### src/rtl/uart_rx.sv
`timescale 1ns/1ps
`default_nettype none
// ============================================================================
// Module   : uart_rx
// Purpose  : 8N1 UART receiver with input synchroniser, break detection and
//            a single-entry valid/ready output register.
// Revision : 1.0 - initial release
// ============================================================================
module uart_rx #(
    parameter int CLKS_PER_BIT = 1,
    parameter int SYNC_STAGES  = 2
) (
    input  logic       clk,
    input  logic       rst,
    input  logic       rxd,
    output logic [7:0] d_rx,
    output logic       vld_rx,
    input  logic       rdy_rx,
    output logic       err_frm,
    output logic       err_ovr,
    output logic       busy
);

    localparam int                 c_CNT_W = $clog2(CLKS_PER_BIT) + 1;
    localparam logic [c_CNT_W-1:0] c_HALF  = c_CNT_W'((CLKS_PER_BIT - 1) / 2);
    localparam logic [c_CNT_W-1:0] c_LAST  = c_CNT_W'(CLKS_PER_BIT - 1);
    localparam logic [c_CNT_W-1:0] c_ONE   = c_CNT_W'(1);

    typedef enum logic [2:0] {
        S_IDLE  = 3'd0,
        S_START = 3'd1,
        S_DATA  = 3'd2,
        S_STOP  = 3'd3,
        S_BREAK = 3'd4
    } state_t;

    logic [SYNC_STAGES-1:0] r_sync;
    logic                   w_rxd_s;

    state_t               r_state, w_state_nxt;
    logic [c_CNT_W-1:0]   r_cnt,   w_cnt_nxt;
    logic [2:0]           r_idx,   w_idx_nxt;
    logic [7:0]           r_shift, w_shift_nxt;
    logic [7:0]           r_data,  w_data_nxt;
    logic                 r_vld,   w_vld_nxt;
    logic                 r_frm,   w_frm_nxt;
    logic                 r_ovr,   w_ovr_nxt;
    logic                 w_good;

    // Line idles high, so the synchroniser resets to ones to avoid a false start.
    always_ff @(posedge clk) begin
        if (rst) begin
            r_sync <= '1;
        end else begin
            r_sync <= {r_sync[SYNC_STAGES-2:0], rxd};
        end
    end

    assign w_rxd_s = r_sync[SYNC_STAGES-1];

    always_ff @(posedge clk) begin
        if (rst) begin
            r_state <= S_IDLE;
            r_cnt   <= '0;
            r_idx   <= '0;
            r_shift <= '0;
            r_data  <= '0;
            r_vld   <= 1'b0;
            r_frm   <= 1'b0;
            r_ovr   <= 1'b0;
        end else begin
            r_state <= w_state_nxt;
            r_cnt   <= w_cnt_nxt;
            r_idx   <= w_idx_nxt;
            r_shift <= w_shift_nxt;
            r_data  <= w_data_nxt;
            r_vld   <= w_vld_nxt;
            r_frm   <= w_frm_nxt;
            r_ovr   <= w_ovr_nxt;
        end
    end

    always_comb begin
        w_state_nxt = r_state;
        w_cnt_nxt   = r_cnt;
        w_idx_nxt   = r_idx;
        w_shift_nxt = r_shift;
        w_data_nxt  = r_data;
        w_vld_nxt   = r_vld;
        w_frm_nxt   = 1'b0;
        w_ovr_nxt   = 1'b0;
        w_good      = 1'b0;

        case (r_state)
            S_IDLE: begin
                w_idx_nxt = '0;
                w_cnt_nxt = '0;
                // The detecting cycle is already timer value 0 of the start bit.
                if (!w_rxd_s) begin
                    if (c_HALF == '0) begin
                        w_state_nxt = S_DATA;
                    end else begin
                        w_state_nxt = S_START;
                        w_cnt_nxt   = c_ONE;
                    end
                end
            end
            S_START: begin
                if (r_cnt == c_HALF) begin
                    w_cnt_nxt   = '0;
                    w_idx_nxt   = '0;
                    w_state_nxt = w_rxd_s ? S_IDLE : S_DATA;
                end else begin
                    w_cnt_nxt = r_cnt + c_ONE;
                end
            end
            S_DATA: begin
                if (r_cnt == c_LAST) begin
                    w_shift_nxt[r_idx] = w_rxd_s;
                    w_cnt_nxt          = '0;
                    if (r_idx == 3'd7) begin
                        w_state_nxt = S_STOP;
                    end else begin
                        w_idx_nxt = r_idx + 3'd1;
                    end
                end else begin
                    w_cnt_nxt = r_cnt + c_ONE;
                end
            end
            S_STOP: begin
                if (r_cnt == c_LAST) begin
                    w_cnt_nxt = '0;
                    if (w_rxd_s) begin
                        w_state_nxt = S_IDLE;
                        w_good      = 1'b1;
                    end else begin
                        w_state_nxt = S_BREAK;
                        w_frm_nxt   = 1'b1;
                    end
                end else begin
                    w_cnt_nxt = r_cnt + c_ONE;
                end
            end
            S_BREAK: begin
                w_cnt_nxt = '0;
                if (w_rxd_s) begin
                    w_state_nxt = S_IDLE;
                end
            end
            default: begin
                w_state_nxt = S_IDLE;
                w_cnt_nxt   = '0;
                w_idx_nxt   = '0;
            end
        endcase

        // A byte consumed in the same cycle frees the register for the new one.
        if (w_good) begin
            if (!r_vld || rdy_rx) begin
                w_data_nxt = r_shift;
                w_vld_nxt  = 1'b1;
            end else begin
                w_ovr_nxt = 1'b1;
            end
        end else if (r_vld && rdy_rx) begin
            w_vld_nxt = 1'b0;
        end
    end

    assign d_rx    = r_data;
    assign vld_rx  = r_vld;
    assign err_frm = r_frm;
    assign err_ovr = r_ovr;
    assign busy    = (r_state != S_IDLE);

endmodule
`default_nettype wire

### config.mk
export PLATFORM = sky130hd
export DESIGN_NAME = uart_rx
export DESIGN_NICKNAME = d
export VERILOG_FILES = /design/src/rtl/uart_rx.sv
export SDC_FILE = /design/constraint.sdc
export NUM_CORES = 1
export LEC_CHECK = 0
export ABC_CLOCK_PERIOD_IN_PS = 1720
export BUFFER_PORTS_ARGS = -buffer_cell sky130_fd_sc_hd__buf_2
export CAP_MARGIN = 10
export CORE_MARGIN = 2
export CORE_UTILIZATION = 45
export DETAILED_ROUTE_END_ITERATION = 6
export GPL_TIMING_DRIVEN = 0
export PLACE_DENSITY = 0.63
export SLEW_MARGIN = 0
export SYNTH_ARGS = -nofsm -noshare
export SYNTH_HDL_FRONTEND = slang
export SYNTH_SLANG_ARGS = --single-unit
### constraint.sdc
create_clock -name clk -period 1.72 [get_ports clk]
set_clock_uncertainty 0.15 [all_clocks]
set_input_delay 0.172 -clock clk [delete_from_list [all_inputs] [get_ports clk]]
set_output_delay 0.172 -clock clk [all_outputs]
set_load 0.005 [all_outputs]
; ---- After elaboration in Yosys (flattened, before gate mapping)
; Cells that the tools add are included.
[op_classes]
n_addsub = 2
order_cmp = 2
eq_ne = 13
mux = 24
bitwise_logic = 5
n_reduce_logical = 17
[op_table]
columns = operator, n
row1 = $mux W3, 10
row2 = $pmux W3 S5, 1
row3 = $ne A2 B2 Y1 const B, 7
row4 = $mux W1, 9
row5 = $pmux W3 S3, 1
row6 = $reduce_or A3 Y1, 3
row7 = $bwmux W8, 1
row8 = $eq A3 B2 Y1 const B, 2
row9 = $eq A3 B3 Y1 const B, 2
row10 = $reduce_and A2 Y1, 3
row11 = $reduce_and A6 Y1, 1
row12 = $not A1 Y1, 5
row13 = $lt A3 B4 Y1 const B, 1
row14 = $reduce_and A4 Y1, 1
row15 = $reduce_or A2 Y1, 2
row16 = $add A3 B1 Y3 const B, 1
row17 = $demux W1 S3, 1
row18 = $eq A3 B1 Y1 const B, 1
row19 = $ge A3 B1 Y1 const B, 1
row20 = $logic_not A3 Y1, 1
row21 = $reduce_bool A3 Y1, 1
row22 = $logic_and A1 B1 Y1, 2
row23 = $mux W2, 1
row24 = $ne A2 B1 Y1 const B, 1
row25 = other kinds (4), 4
[word_totals]
ff_bits = 28
inputBits = 4
out_inout_bits = 12
elab_cells = 72

; ---- Depth between registers and ports, before layout
[logic_depth]
word_depth = 5
depth_mapped = 6
ltp_nobuf = 5

; ---- Worst setup path after synthesis
; Ideal clock, no wire load.
[synth_path]
path_kind = register to register
from = register r_state[2]
to = register r_shift[1]
setup_ns = 0.128
arrival_ns = 1.248
required_ns = 1.442
path_slack_ns = 0.194
path_stages_with_launch = 6
path_buffers = 1
period_less_slack_ns = 1.526
cell_sequence = dfxtp_1 > buf_6 > nor4b_4 > and4bb_1 > mux2i_1 > nor2_1
[synth_between]
elab_chain_cells = 2
[synth_lines]
columns = element, line_no
row1 = "start, declared", 40  ; state_t r_state, w_state_nxt;
row2 = "start signal, assigned", 72  ; r_state <= w_state_nxt;
row3 = $eq A3 B2 Y1, 94  ; case (r_state)
row4 = $reduce_and A2 Y1 (no line), -
row5 = "end signal, assigned", 75  ; r_shift <= w_shift_nxt;
row6 = "end, declared", 43  ; logic [7:0] r_shift, w_shift_nxt;
; Every way passes these cells.
; A chain may end at the register's enable or synchronous reset.

; ---- Worst setup path after layout
[layout_path]
from = register r_state[0]
to = output busy
[layout_between]
elab_chain_cells = 1
[layout_lines]
columns = element, line_no
row1 = $reduce_bool A3 Y1, 174  ; assign busy = (r_state != S_IDLE);
row2 = "end, declared", 21  ; output logic busy
; Every way passes these cells.

==> run metrics <==
Tot GR Track Use=between 10% and 20%; n_diodes=0; endpoint class of the critical path=primary output; number of nets in the synthesized netlist=126; total number of yosys warnings=0; metal3 WL=approximately 95 um; number of global-route vias before repair=810; largest fanout of any net on the critical path=10; # Max-Cap Violations=0; required time at the endpoint of the critical path=1.40 ns; Post-synth EDFFs=0; Avg Synthesized Cell Area=10.3 sq um; TNS Setup=0 ns; pin count of the biggest net entering global routing=17; CTS Buf Count=3; Met2 Routed Length=about 1000 um; count of distinct cell types in the synthesized netlist=37; Core Rows=18; antenna violations before repair=0; count of final setup violators=0; critical path class=reg2out; Switching Fraction=20.0%; total net switching power=231 uW; hpwl dp=1490 um; minimum clock period after layout=1.63 ns; post-synthesis async set-or-reset flop share=0%; routed len/inst=12.3 um; most common library cell in the layout ignoring fill and taps=sky130_fd_sc_hd__dfxtp_1; Internal Dissipation=924 uW; H-tree Lvls=1; Congestion Overflow GR=0; number of routed nets with antenna violations=0; area grow syn2layout=17.4%; leading cell types in the layout, fill and taps excluded=25 x sky130_fd_sc_hd__dfxtp_1, 20 x sky130_fd_sc_hd__nor2_1, 19 x sky130_fd_sc_hd__mux2i_1, 14 x sky130_fd_sc_hd__buf_2, 5 x sky130_fd_sc_hd__nand2b_1; wl on met1=988 um; Synth Flop Type=sky130_fd_sc_hd__dfxtp_1; drt drc=0; post-synthesis register bit count=28; portion of total power attributed to the clock network=36.9%; wire length reported by the detailed router=2120 um; leakage component of the power=0.000604 uW; number of sinks driven by the clock tree=28; worst hold path class=in2reg; post-route standard cell area excluding fillers=roughly 1400 sq um; I/O pin total=16; clock tree from TritonCTS=yes; starting density of the core=48.5%; CP max stage cell=sky130_fd_sc_hd__dfxtp_2; Final Hold Viols=0; wire length of the first global-routing pass=3590 um; relative contribution of sequential cells to total power=57.6%; die boundary height=56.4 um; Mapped Cells=120; Placement Cell Area=1340 sq um; die width=56.4 um; setup repair after global routing missed its margin=no; part of the Yosys area used for sequential elements=between 40% and 50%; arrival time of data at the critical path endpoint=1.31 ns; logic gate share of total power=~5.5%; DR vias=905; Post-Syn Area=1230 sq um; number of DRC violations after detailed-routing iteration 0=11; Post-layout nets=149; fin. max-slew vios=0; final core utilization=56.9%; count of buffers inserted at the top-level ports=14; die area=3180 sq um; largest incremental delay on the critical path=between 0.3 and 0.4 ns; Max Used Layer=met4; Clock transition at path regs=0.15 ns; number of fill cells=around 230; core area=2540 sq um; cell breakdown of the critical path=buf_6 -> or3_1 -> buf_2; P per Cell Area=797 nW/um^2; Peak Freq=slightly above 0.6 GHz; cell at the root of the clock tree=sky130_fd_sc_hd__clkbuf_4; number of iterations in the first detailed-routing pass=4; global placement routability congestion=0.683; result of the run=finished clean; vias per inst=5.26; number of buffers on the longest clock path=2; Peak VDD IR=0.485 mV; clk_lat worst skew=between 0.3 and 0.4 ns; layout cells sized above 1=24.6%; Setup crit start kind=register; final worst path period share=94.8%
-- state kept, by name, indices dropped and copies added, names as in the netlist, 2 cells and up --
| register | cells |
|---|---|
| d_rx | 8 |
| r_shift | 8 |
| r_state | 3 |
| r_idx | 3 |
| r_sync | 2 |
-- per-stage QoR --
stage                     total power [uW]  std cells  setup slack, ns  hold slack, ns
after floorplan                        721        120            0.194           0.126
after global placement                 734        164           0.0762           0.209
after detailed placement               736        164           0.0157           0.208
after CTS                             1170        172           0.0132           0.163
after global routing                  1210        172          0.00442           0.187
final                                 1160        172           0.0892           0.175
-- path summary, 6_finish.rpt --
kind | from | end | slack (ns) | cells after the start
hold / removal | rst | r_state[1] | 0.17 | 2
setup / recovery | r_state[0] | busy | 0.09 | 3
hold reg to reg | r_sync[0] | r_sync[1] | 0.28 | 1
setup reg to reg | r_state[2] | d_rx[1] | 0.12 | 6
-- critical path, delay by kind of cell, from the launching register on --
family	cells	cell delay, ns
and+or+nand+nor	1	0.35
DFF	1	0.37
buffers and inverters	2	0.26
-- synth_stat cells, types with 2 or more instances --
cell                       count  area (sq um)
sky130_fd_sc_hd__clkbuf_1      3          11.3
sky130_fd_sc_hd__nand3_1       2          10.0
sky130_fd_sc_hd__nand4b_1      3          26.3
sky130_fd_sc_hd__or2_2         2          12.5
sky130_fd_sc_hd__o21ai_0       2          10.0
sky130_fd_sc_hd__buf_6         2          22.5
sky130_fd_sc_hd__nor3b_2       2          25.0
sky130_fd_sc_hd__nor2_1       20          75.1
sky130_fd_sc_hd__nand2_1       4          15.0
sky130_fd_sc_hd__nor3_1        2          10.0
sky130_fd_sc_hd__mux2i_1      19           190
sky130_fd_sc_hd__dfxtp_1      28           561
sky130_fd_sc_hd__ha_1          2          25.0
sky130_fd_sc_hd__and4bb_1      2          25.0
sky130_fd_sc_hd__nand2b_1      5          31.3
-- routing by layer --
layer | track usage, % | vias up
li1 | - | 462
met5 | 0 | -
met3 | 3.46 | 2
met1 | 18.5 | 418
met2 | 23.5 | 23
met4 | 6.12 | 0
-- kinds of logic (layout without fill, tap and decap cells) --
group	Yosys count	count (layout)	synth area share, %
AO/OA/AOI/OAI	9	9	5.38
XOR/XNOR	1	1	0.710
flip-flops	28	28	45.4
AND/OR/NAND/NOR	51	51	26.1
adder cells (fa/ha/maj)	2	2	2.03
multiplexers	19	19	15.4
other	1	1	0.304
buffers and inverters	9	31	4.66
-- power groups by stage --
stage / logic [uW] / clock network, uW / registers (uW)
finish: 63.9 / 426 / 665
global route: 70.9 / 471 / 667
CTS: 63.4 / 442 / 665
detailed placement: 57.4 / 0 / 679
global placement: 55.8 / 0 / 678
floorplan: 44.7 / 0 / 676
-- timing repair --
action,4_1_cts,5_1_grt
setup buffers,2,0
hold buffers,2,0
pin swaps,1,0
gates resized for setup,0,8
setup endpoints to repair,1,12
endpoints found under the hold margin,3,0
-- area by class of cell --
cell class | instances | area [sq um] | area share, %
Buffer | 8 | 63.8 | 4.40
Clock buffer | 3 | 22.5 | 1.55
Clock inverter | 1 | 30.0 | 2.07
Inverter | 1 | 3.75 | 0.259
Multi-Input combinational cell | 83 | 622 | 42.9
Sequential cell | 28 | 564 | 38.9
Tap cell | 30 | 37.5 | 2.59
Timing Repair Buffer | 18 | 105 | 7.25
Power figures use the tool's default switching activity.
